==> src/rtl/microcode_pkg.sv <==
// Shared widths and state encodings for the microcode sequencer and the microcode ROM.
// Keeping them here stops the ROM address width and END position from drifting apart.
package microcode_pkg;

    localparam int CTRL_W  = 59;
    localparam int OPC_W   = 4;
    localparam int STEP_W  = 3;
    localparam int END_BIT = CTRL_W - 1;
    localparam int UADDR_W = OPC_W + STEP_W;

    typedef enum logic {
        S_IDLE = 1'b0,
        S_EXEC = 1'b1
    } state_t;

endpackage

==> src/rtl/microcode_step_ctr.sv <==
// Micro-op step register: clear has priority over increment, otherwise it holds.
// at_max flags the last representable step so the sequencer can trap overflow.
module microcode_step_ctr
    import microcode_pkg::*;
(
    input  logic              clk,
    input  logic              rst,
    input  logic              clr,
    input  logic              inc,
    output logic [STEP_W-1:0] step,
    output logic              at_max
);

    logic [STEP_W-1:0] step_reg;
    logic [STEP_W-1:0] step_next;

    always_comb begin
        step_next = step_reg;
        if (clr) begin
            step_next = '0;
        end else if (inc) begin
            step_next = step_reg + 1'b1;
        end
    end

    always_ff @(posedge clk) begin
        if (rst) begin
            step_reg <= '0;
        end else begin
            step_reg <= step_next;
        end
    end

    assign step   = step_reg;
    assign at_max = &step_reg;

endmodule

==> src/rtl/microcode_sequencer.sv <==
// Walks each accepted opcode through its micro-op steps by addressing the external ROM,
// gating the returned control word onto the datapath and retiring on END.
module microcode_sequencer
    import microcode_pkg::*;
(
    input  logic               clk,
    input  logic               rst,
    input  logic               op_valid,
    input  logic [OPC_W-1:0]   op_in,
    output logic               op_ready,
    output logic [UADDR_W-1:0] uaddr,
    input  logic [CTRL_W-1:0]  uword,
    input  logic               stall,
    input  logic               flush,
    output logic [CTRL_W-1:0]  ctrl_out,
    output logic               ctrl_valid,
    output logic               instr_done,
    output logic               seq_err
);

    state_t             state_reg;
    state_t             state_next;
    logic [OPC_W-1:0]   ir_reg;
    logic [OPC_W-1:0]   ir_next;
    logic               instr_done_reg;
    logic               instr_done_next;
    logic               seq_err_reg;
    logic               seq_err_next;
    logic               step_clr;
    logic               step_inc;
    logic [STEP_W-1:0]  step;
    logic               step_at_max;
    logic               fire;
    logic               end_fire;
    logic               accept;

    microcode_step_ctr u_step_ctr (
        .clk    (clk),
        .rst    (rst),
        .clr    (step_clr),
        .inc    (step_inc),
        .step   (step),
        .at_max (step_at_max)
    );

    assign ctrl_valid = (state_reg == S_EXEC);
    assign fire       = ctrl_valid & ~stall;
    assign end_fire   = fire & uword[END_BIT];
    assign op_ready   = (state_reg == S_IDLE) | end_fire;
    assign accept     = op_valid & op_ready & ~flush;
    assign uaddr      = {ir_reg, step};

    // Control word is forced to zero whenever no micro-op is live.
    genvar gi;
    generate
        for (gi = 0; gi < CTRL_W; gi++) begin : g_ctrl_gate
            assign ctrl_out[gi] = uword[gi] & ctrl_valid;
        end
    endgenerate

    always_comb begin
        state_next      = state_reg;
        ir_next         = ir_reg;
        seq_err_next    = seq_err_reg;
        instr_done_next = end_fire & ~flush;
        step_clr        = 1'b0;
        step_inc        = 1'b0;

        if (flush) begin
            state_next = S_IDLE;
            step_clr   = 1'b1;
        end else begin
            case (state_reg)
                S_IDLE: begin
                    if (accept) begin
                        ir_next    = op_in;
                        step_clr   = 1'b1;
                        state_next = S_EXEC;
                    end
                end
                S_EXEC: begin
                    if (end_fire) begin
                        step_clr = 1'b1;
                        if (accept) begin
                            ir_next = op_in;
                        end else begin
                            state_next = S_IDLE;
                        end
                    end else if (fire) begin
                        // Running off the last step without END is a ROM bug: trap, never wrap.
                        if (step_at_max) begin
                            seq_err_next = 1'b1;
                            state_next   = S_IDLE;
                            step_clr     = 1'b1;
                        end else begin
                            step_inc = 1'b1;
                        end
                    end
                end
                default: begin
                    state_next = S_IDLE;
                    step_clr   = 1'b1;
                end
            endcase
        end
    end

    always_ff @(posedge clk) begin
        if (rst) begin
            state_reg      <= S_IDLE;
            ir_reg         <= '0;
            instr_done_reg <= 1'b0;
            seq_err_reg    <= 1'b0;
        end else begin
            state_reg      <= state_next;
            ir_reg         <= ir_next;
            instr_done_reg <= instr_done_next;
            seq_err_reg    <= seq_err_next;
        end
    end

    assign instr_done = instr_done_reg;
    assign seq_err    = seq_err_reg;

endmodule
==> config.mk <==
export PLATFORM = sky130hd
export DESIGN_NAME = microcode_sequencer
export DESIGN_NICKNAME = d
export VERILOG_FILES = /design/src/rtl/microcode_pkg.sv /design/src/rtl/microcode_step_ctr.sv /design/src/rtl/microcode_sequencer.sv
export SDC_FILE = /design/constraint.sdc
export NUM_CORES = 1
export LEC_CHECK = 0
export CORE_AREA = 2 2 53 55
export DETAILED_ROUTE_END_ITERATION = 12
export DIE_AREA = 0 0 55 57
export DONT_BUFFER_PORTS = 1
export PLACE_DENSITY = 0.58
export REMOVE_ABC_BUFFERS = 1
export SLEW_MARGIN = 5
export SYNTH_ARGS = -nofsm -noshare
export SYNTH_HDL_FRONTEND = slang
export SYNTH_HIERARCHICAL = 1
export SYNTH_SLANG_ARGS = --single-unit
==> constraint.sdc <==
create_clock -name clk -period 3.8 [get_ports clk]
set_clock_uncertainty 0.05 [all_clocks]
set_input_delay 0.76 -clock clk [delete_from_list [all_inputs] [get_ports clk]]
set_output_delay 0.76 -clock clk [all_outputs]
set_load 0.01 [all_outputs]
Word-level counts from Yosys, hierarchy flattened. Index checks and enable logic that the tools add are counted.

Flip-flop bits (word level): 10. Word-level logic and storage cells: 98. Output and inout bits: 70. Latch bits: 0. Bits in read-only memories: 0. Input bits: 68. Memories kept: 0. Bits in writable memories: 0.

$mul: 0. Order comparisons: 0. Shifts and indexed selects: 0. Mux-type cells: 17. Add/sub/neg operators: 1. Div/mod/pow operators: 0. Equality and inequality tests: 1. Bitwise logic cells: 69. Reduce and logical (&&, ||, !) cells: 5.

Operator list (number): 1-bit bitwise AND (64); 1-bit 2-to-1 mux (12); 4-bit 2-to-1 mux (2); 4-bit case mux with 2 select lines (1); 7-bit AND reduction (1); 1-bit NOT (4); 1-bit case mux with 2 select lines (2); 2-bit OR reduction (2); 3-bit by 1-bit adder with 3-bit output, second input constant (1); 3-bit AND reduction (1); 2-bit by 1-bit inequality test with 1-bit output, second input constant (1); 2-bit AND reduction (1); 1-bit OR (1).

Longest topological paths before layout. Gate-level depths: netlist of the first run.

Depth in word-level cells: 10. Mapped depth: 6. Depth with buffers taken out: 6.

Cells and area by module. Netlist of the first run, hierarchy kept.

By module, submodules not included: microcode_sequencer (seq. area each 140.1 sq um, area each 747.0 sq um, times used 1, cells each 103); microcode_step_ctr (seq. area each 60.1 sq um, area each 133.9 sq um, times used 1, cells each 11).

Worst setup path before layout of the first run. Ideal clock, no wire load.

Kind: input-to-output. From: input stall. To: output op_ready. Setup slack: 1.934 ns. Data arrival time: 1.056 ns. Required time: 2.990 ns. Stages on the path: 2. Path buffers: 0. Path through: nand2b_2 -> nand2_1.

Word-level cells in the longest chain between the ends: 4.

RTL lines: from (decl) (RTL line microcode_sequencer.sv:13) `input logic stall,`; 1-bit NOT (RTL line microcode_sequencer.sv:47) `assign fire = ctrl_valid & ~stall;`; 1-bit bitwise AND (RTL line microcode_sequencer.sv:47); 1-bit bitwise AND (RTL line microcode_sequencer.sv:48) `assign end_fire = fire & uword[END_BIT];`; 1-bit OR (RTL line microcode_sequencer.sv:49) `assign op_ready = (state_reg == S_IDLE) | end_fire;`; to (decl) (RTL line microcode_sequencer.sv:10) `output logic op_ready,`.

No other way between the ends.

Worst setup path after layout of the first run.
From: register state_reg (netlist: ctrl_valid). To: output ctrl_out[25].

Word-level cells in the longest chain between the ends: 1.

RTL lines: from (decl) (RTL line microcode_sequencer.sv:21) `state_t state_reg;`; from (signal assigned) (RTL line microcode_sequencer.sv:115) `state_reg <= state_next;`; 1-bit bitwise AND (RTL line microcode_sequencer.sv:57) `assign ctrl_out[gi] = uword[gi] & ctrl_valid;`; to (decl) (RTL line microcode_sequencer.sv:15) `output logic [CTRL_W-1:0] ctrl_out,`.

No other way between the ends.

==> reports/qor.yml, run 1 <==
required_ns: 2.99
cts_sinks: 10
max_freq_mhz: 385.9
post_cts_buffers: 0
syn-cell-area_um2: 880.8
cts_root_buffer: "clkbuf_4"
n_fill_cell: 288
numCtsBuffers: 3
period_needed_ns: 2.592
tightest_slew_ns: 0.8681
layout_common_cells: "59 x and2_1, 10 x dfxtp_1, 9 x nand2b_1"
crit_chain: "buf_4, and2_1"
multi_input_area_um2: 631.9
worstPathMaxFanout: 37
antenna_found_initial: 4
p_leak_nw: 0.3756
postSynthAreaPerCell_um2: 7.727
whs_path_depth: 2
start_kind: "flip-flop"
hold_path_class: "flip-flop to flip-flop"
path_buf_inv: 1
run_status: "complete, no violations"
largest_reg_flops: 4
syn_inst: 114
slew_violations: 0
ys_seq_area_frac: 0.2273
wl_per_cell_um: 19.84
crit_slowest_cell: "dfxtp_1"
path_class: "flip-flop to output port"
clk-insertion-delay-late_ns: 0.26
detail-route-antenna-nets: 0
clkTransAtPathRegs_ns: 0.07
finalHoldViolCount: 0
ys_warn_count: 6
row_count: 19
seq_area_um2: 200.2
die_w_um: 55
drt-initial-drc-count: 17
cts_hold_buffers: 0
met2_length_um: 1360
rr_worst_depth: 4
boundaryPins: 138
powerDensity_mw_per_mm2: 260.4
via_per_inst: 5.221
layout-drive-gt1-share: 0.07207
postCtsResizedCells: 0
post-route-util: 0.3541
highest_layer: "met5"
first_global_vias: 703
grt_pass1_wl_um: 3546
drtPass1Iterations: 3
nNetsFinal: 182
cts_max_path_buffers: 2
start_util: 0.3368
vias: 757
cp.depth: 2
arrival_ns: 1.78
m1WireLength_um: 900
fin_tns_setup_ns: 0
grt_use_total: 0.1628
final_common_cell: "and2_1"
cts_tree: "done"
postRouteWirelength_um: 2877
ys_types: 19
endpoint_kind: "output port"
yosys_register_bits: 10
gp_congestion: 0.7008
drv_cap: 0
htree_levels: 1
grt_max_degree: 38
ir_drop_mv: 0.2553
overflow: 0
drc: 0
core_area_mm2: 0.002615
cpLargestDelayFamily: "flip-flops"
met3_length_um: 591
relSlewSlack: 0.4205
die_area_mm2: 0.003135
fin_crit_sh: 0.6820
syn_to_final_growth_pct: 5.114
rsz0062_at_grt: "false"
slowest_delay_ns: 0.89
die_y_um: 57
io_buffers: 0
setup_violations: 0
-- path summary, 6_finish.rpt --
kind	from	to	slack (ns)
max	ctrl_valid$_SDFF_PP0_	ctrl_out[25]	1.21
min	ir_reg[3]$_SDFFE_PP0P_	ir_reg[3]$_SDFFE_PP0P_	0.47
max reg2reg	ctrl_valid$_SDFF_PP0_	u_step_ctr/step[1]$_SDFFE_PP0P_	1.79
min reg2reg	ir_reg[3]$_SDFFE_PP0P_	ir_reg[3]$_SDFFE_PP0P_	0.47
-- cells in the mapped netlist, drive strengths merged --
| library cell | instances | area share |
|---|---|---|
| and2 | 59 | 0.42 |
| dfxtp | 10 | 0.23 |
| nand2b | 10 | 0.074 |
| mux2i | 6 | 0.068 |
| nor2 | 5 | 0.021 |
| nor3 | 5 | 0.034 |
| buf | 4 | 0.023 |
| clkbuf | 4 | 0.028 |
| ha | 2 | 0.028 |
| nand2 | 2 | 0.0085 |
| o21a | 2 | 0.017 |
| a21oi | 1 | 0.018 |
| a41oi | 1 | 0.0099 |
| inv | 1 | 0.0043 |
| o21bai | 1 | 0.0085 |
| xnor2 | 1 | 0.0099 |
-- tightest hold or removal path: cells and delay by family, from the launching register on --
| family | cells | cell delay [ns] |
|---|---|---|
| muxes | 1 | 0.05 |
| and+or+nand+nor | 1 | 0.08 |
| DFF | 1 | 0.35 |
-- report_power, final --
group	internal, W	switching, W
clock network	0.0000582	0.0000379
registers	0.000107	0.00000513
logic	0.0000131	0.0000194
-- cells by family after synthesis --
family | synth area share
and+or+nand+nor | 0.5568
DFF | 0.2273
buffers and inverters | 0.05539
muxes | 0.06818
AOI/OAI and AO/OA | 0.05398
adders and majority gates | 0.02840
xor gates and xnor gates | 0.009945
-- per-stage QoR --
| step | hold WS, ns | power, W | instances | setup WS (ns) | instance area [um2] |
|---|---|---|---|---|---|
| finish | 0.4749 | 0.0002411 | 145 | 1.208 | 925.9 |
| global route | 0.4934 | 0.0002537 | 144 | 1.023 | 923.4 |
| CTS | 0.4754 | 0.0002452 | 142 | 1.176 | 918.4 |
| detailed placement | 0.4628 | 0.0001480 | 138 | 1.474 | 882.1 |
| global placement | 0.4549 | 0.0001467 | 138 | 1.558 | 882.1 |
| floorplan | 0.4419 | 0.0001423 | 106 | 1.665 | 835.8 |
-- cell type report --
cell class,count,share of cell area
clock buffers,4,0.03919
inverters,1,0.004054
multi-input cells,95,0.6824
flip-flops and latches,10,0.2162
diodes,3,0.008108
repair buffers,1,0.008108
well taps,31,0.04189
-- metal layers --
layer | vias to the layer above | global-route usage
li1 | 355 | -
met1 | 334 | 0.1585
met2 | 62 | 0.2602
met3 | 4 | 0.1099
met4 | 2 | 0.07317
met5 | - | 0
Power figures use the tool's default switching activity.
==> run 2: changes to the inputs <==
PLACE_DENSITY = 0.6   (was 0.58)
clock period = 2.2 ns   (was 3.8 ns; I/O delays follow)
==> run 2 against run 1 <==
Net effect:
- non-clock buffer count is 1 higher
- design area shrank 0.68%
- core utilization down 0.24 points
- first-iteration DRC count fell by 71%
- critical path type is now flip-flop to flip-flop
- via count rose by 0.53%
- global-route usage shrank 0.73 points
==> reports/qor.yml, run 2 (synthesized netlist as in run 1, its figures left out) <==
run_status: "complete, no violations"
relSlewSlack: 0.6509  # +0.2304
drtPass1Iterations: 4  # +1
cts_sinks: 10  # unchanged
row_count: 19  # unchanged
die_area_mm2: 0.003135  # unchanged
post-route-util: 0.3517  # -0.002392
die_y_um: 57  # unchanged
worstPathMaxFanout: 3  # -92%
powerDensity_mw_per_mm2: 408.4  # +57%
boundaryPins: 138  # unchanged
hold_path_class: "primary input to flip-flop"
detail-route-antenna-nets: 0  # unchanged
power_w: 0.0003756  # +56%
p_leak_nw: 0.3738  # -0.48%
finalHoldViolCount: 0  # unchanged
slowest_delay_ns: 0.45  # -0.44 ns
fin_tns_setup_ns: 0  # unchanged
postCtsResizedCells: 0  # unchanged
gp_congestion: 0.7433  # +6.1%
final_common_cell: "and2_1"
tightest_slew_ns: 0.5196  # -0.3484 ns
largest_reg_flops: 4  # unchanged
syn_to_final_growth_pct: 4.403
ir_drop_mv: 0.3286  # +29%
cts_max_path_buffers: 2  # unchanged
layout_common_cells: "59 x and2_1, 10 x dfxtp_1, 9 x nand2b_1"
arrival_ns: 1.80  # +0.02 ns
hpwl_um: 2304
finalNonFillerCells: 145  # unchanged
vias: 761  # +0.53%
place_inst: 139  # +0.72%
path_class: "flip-flop to flip-flop"
start_kind: "flip-flop"
period_needed_ns: 1.709
drt-initial-drc-count: 5  # -12
numCtsBuffers: 3  # unchanged
overflow: 0  # unchanged
n_fill_cell: 295  # +2.4%
required_ns: 2.30  # -0.69 ns
cpLargestDelayFamily: "simple AND/OR/NAND/NOR gates"
via_per_inst: 5.248  # +0.53%
cts_hold_buffers: 0  # unchanged
nNetsFinal: 183  # +0.55%
layout-drive-gt1-share: 0.07207  # unchanged
seq_area_um2: 200.2  # unchanged
postRouteWirelength_um: 2708  # -5.9%
die_w_um: 55  # unchanged
grt_pass1_wl_um: 3429  # -3.3%
endpoint_kind: "flip-flop"
multi_input_area_um2: 631.9  # unchanged
crit_chain: "ha_1, ha_1, nor3_1, mux2i_1, nor3_1"
core_area_mm2: 0.002615  # unchanged
drv_cap: 0  # unchanged
cts_tree: "done"
grt_use_total: 0.1555  # -0.007280
cts_root_buffer: "clkbuf_4"
grt_max_degree: 41  # +7.9%
clk-insertion-delay-late_ns: 0.27  # about the same
antenna_found_initial: 3  # -1
path_buf_inv: 0  # -1
htree_levels: 1  # unchanged
start_util: 0.3368  # unchanged
drc: 0  # unchanged
slew_violations: 0  # unchanged
first_global_vias: 703  # unchanged
io_buffers: 0  # unchanged
wl_per_cell_um: 18.68  # -5.9%
fin_crit_sh: 0.7770
crit_slowest_cell: "nor3_1"
rsz0062_at_grt: "false"
setup_violations: 0  # unchanged
clkTransAtPathRegs_ns: 0.06  # about the same
post_cts_buffers: 0  # unchanged
max_freq_mhz: 585.0
==> run 2: cell types whose count changed in the layout (fill, tap and decap cells not counted) <==
cell      before  now
buf_4          1    2
clkbuf_8       1    0
==> run 2: cell type report <==
class                   instances  area share
well taps                      31     0.04218
flip-flops and latches         10      0.2177
diodes                          3    0.008163
inverters                       1    0.004082
multi-input cells              95      0.6871
repair buffers                  2     0.01633
clock buffers                   3     0.02449
==> run 2: power by group <==
part           internal, W  leakage (nW)  total [W]  switching, W
Combinational    0.0000234         0.279  0.0000604     0.0000370
Clock            0.0000632        0.0138   0.000124     0.0000612
Sequential        0.000186        0.0811   0.000191    0.00000518
==> run 2: metrics by stage <==
step / hold slack, ns / cell area [um2] / setup WS [ns]
2_1_floorplan: 0.4419 / 835.8 / 0.1731
3_3_place_gp: 0.4384 / 889.6 / 0.5536
3_5_place_dp: 0.4555 / 889.6 / 0.4869
4_1_cts: 0.1796 / 912.1 / 0.4748
5_1_grt: 0.1705 / 917.1 / 0.3661
6_report: 0.1828 / 919.6 / 0.4906
==> run 2: worst paths after layout <==
check	end	slack, ns	start	cells after the start
max	u_step_ctr/step[1]$_SDFFE_PP0P_	0.49	u_step_ctr/step[0]$_SDFFE_PP0P_	5
min	u_step_ctr/step[0]$_SDFFE_PP0P_	0.18	rst	1
max reg2reg	u_step_ctr/step[1]$_SDFFE_PP0P_	0.49	u_step_ctr/step[0]$_SDFFE_PP0P_	5
min reg2reg	instr_done$_SDFF_PP0_	0.46	ctrl_valid$_SDFF_PP0_	2
==> run 2: layer usage <==
metal,vias to the layer above,part of all wire,GRT usage
met2,65,0.49,0.2517
met1,335,0.32,0.1569
met4,0,0.015,0.07317
li1,356,-,-
met3,5,0.18,0.08901
met5,-,0,0
==> run 2: worst reg2reg max path, stage by stage (launching register included) <==
cell,delay [ns]
dfxtp_1,0.36
ha_1,0.22
ha_1,0.20
nor3_1,0.45
mux2i_1,0.24
nor3_1,0.06
==> run 3: changes to the inputs <==
PLACE_DENSITY = 0.58   (was 0.6)
clock period = 1.8 ns   (was 2.2 ns; I/O delays follow)
==> run 3 against run 2 <==
Net effect:
- setup slack got worse by 0.35 ns
- design area increased by 4.5%
- flip-flop and latch count unchanged
- first-iteration DRC count unchanged
- critical path depth decreased by 3
- critical path type is now flip-flop to output port
- critical endpoint is now ctrl_out[24]
- largest power group unchanged
==> reports/qor.yml, run 3 (synthesized netlist as in run 1, its figures left out) <==
grt_max_degree: 40  # -2.4%
via_per_inst: 5.149  # -1.9%
core_area_mm2: 0.002615  # unchanged
min_from: "rst"
fin_tns_setup_ns: 0  # unchanged
largest_reg_flops: 4  # unchanged
final_common_cell: "and2_1"
r2r_end: "u_step_ctr/step[2]$_SDFFE_PP0P_"
finalHoldViolCount: 0  # unchanged
multi_input_area_um2: 631.9  # unchanged
slew_violations: 0  # unchanged
place_inst: 141  # +1.4%
drv_cap: 0  # unchanged
antenna_found_initial: 4  # +1
post_cts_buffers: 0  # unchanged
clkTransAtPathRegs_ns: 0.07  # about the same
arrival_ns: 1.25  # -0.55 ns
start_util: 0.3368  # unchanged
worstPathMaxFanout: 22  # +19
drtPass1Iterations: 2  # -2
n_fill_cell: 284  # -3.7%
gp_congestion: 0.7319  # -1.5%
path_buf_inv: 1  # +1
run_status: "complete, no violations"
grt_pass1_wl_um: 3588  # +4.6%
die_y_um: 57  # unchanged
hold_end: "u_step_ctr/step[0]$_SDFFE_PP0P_"
clk-insertion-delay-late_ns: 0.27  # about the same
row_count: 19  # unchanged
cts_root_buffer: "clkbuf_4"
powerDensity_mw_per_mm2: 534.5  # +31%
reg2reg_slack_ns: 0.20  # -0.29 ns
path_class: "flip-flop to output port"
fin_crit_sh: 0.9234
worst_slack_ns: 0.1379  # -0.3527 ns
syn_to_final_growth_pct: 9.091
die_area_mm2: 0.003135  # unchanged
cts_max_path_buffers: 2  # unchanged
wl_per_cell_um: 19.36  # +3.7%
cts_sinks: 10  # unchanged
overflow: 0  # unchanged
setup_violations: 0  # unchanged
slowest_delay_ns: 0.51  # +0.06 ns
tightest_slew_ns: 0.3271  # -0.1925 ns
drt-initial-drc-count: 5  # unchanged
numCtsBuffers: 3  # unchanged
start_kind: "flip-flop"
place_ws_ns: 0.2059  # -0.2811 ns
relSlewSlack: 0.7816  # +0.1307
cts_hold_buffers: 0  # unchanged
hpwl_um: 2485  # +7.9%
max_freq_mhz: 601.6
p_leak_nw: 0.3935  # +5.3%
hold_path_class: "primary input to flip-flop"
rr_worst_depth: 6  # +1
postCtsResizedCells: 0  # unchanged
rsz0062_at_grt: "false"
detail-route-antenna-nets: 0  # unchanged
required_ns: 1.39  # -0.91 ns
reg2reg_from: "u_step_ctr/step[0]$_SDFFE_PP0P_"
cts_tree: "done"
finalNonFillerCells: 148  # +2.1%
grt_use_total: 0.1627  # +0.007196
boundaryPins: 138  # unchanged
ir_drop_mv: 0.4505  # +37%
period_needed_ns: 1.662
vias: 762  # +0.13%
seq_area_um2: 200.2  # unchanged
cpLargestDelayFamily: "flip-flops"
layout_common_cells: "59 x and2_1, 10 x dfxtp_1, 9 x nand2b_1"
crit_slowest_cell: "dfxtp_1"
drc: 0  # unchanged
io_buffers: 0  # unchanged
fin_hold_ws_ns: 0.1068  # -0.07604 ns
nNetsFinal: 185  # +1.1%
whs_path_depth: 1  # unchanged
first_global_vias: 736  # +4.7%
die_w_um: 55  # unchanged
endpoint_kind: "output port"
htree_levels: 1  # unchanged
postRouteWirelength_um: 2866  # +5.8%
layout-drive-gt1-share: 0.09649  # +0.02442
crit_chain: "buf_4, and2_1"
-- run 3: cell types whose count changed in the layout (fill, tap and decap cells not counted), sizes merged --
cell	previous run	this run
clkbuf	3	4
buf	2	4
-- run 3: cell type report --
cell class / instances / share of cell area
clock buffers: 4 / 0.03776
well taps: 31 / 0.04036
diodes: 3 / 0.007812
multi-input cells: 95 / 0.6576
inverters: 1 / 0.003906
flip-flops and latches: 10 / 0.2083
repair buffers: 4 / 0.04427
-- run 3: where the power goes --
part	leakage, nW	switching [W]	internal [W]
logic	0.291	0.0000450	0.0000314
clock network	0.0210	0.0000799	0.000123
registers	0.0811	0.00000756	0.000227
-- run 3: how the worst max path moves through the flow --
stage | end | depth (start not counted) | slack [ns] | start
3_5_place_dp | u_step_ctr/step[1]$_SDFFE_PP0P_ | 6 | 0.21 | u_step_ctr/step[0]$_SDFFE_PP0P_
2_1_floorplan | u_step_ctr/step[1]$_SDFFE_PP0P_ | 4 | -0.23 | ctrl_valid$_SDFF_PP0_
3_3_place_gp | u_step_ctr/step[1]$_SDFFE_PP0P_ | 6 | 0.32 | u_step_ctr/step[0]$_SDFFE_PP0P_
6_report | ctrl_out[24] | 2 | 0.14 | ctrl_valid$_SDFF_PP0_
4_1_cts | ctrl_out[24] | 2 | 0.11 | ctrl_valid$_SDFF_PP0_
5_1_grt | ctrl_out[20] | 2 | 0.04 | ctrl_valid$_SDFF_PP0_
-- run 3: per-layer routing --
metal | global-route usage | wire, um | vias to the layer above
met5 | 0 | 16 | -
met4 | 0.08362 | 49 | 2
met3 | 0.09686 | 489 | 7
met2 | 0.2670 | 1357 | 66
met1 | 0.1550 | 953 | 326
li1 | - | - | 361
-- run 3: per-stage QoR --
step,util,total power [W],area [um2]
after floorplan,-,0.0003004,835.8
after global placement,0.3507,0.0003150,917.1
after detailed placement,0.3507,0.0003167,917.1
after CTS,0.3646,0.0005207,953.4
after global routing,0.3665,0.0005378,958.4
final,0.3675,0.0005136,960.9
-- run 3: worst register-to-register path, stage by stage, from the launching register on --
cell	delay (ns)
dfxtp_1	0.37
ha_1	0.23
ha_1	0.21
nor3_1	0.18
buf_4	0.16
mux2i_1	0.22
nor3_1	0.06
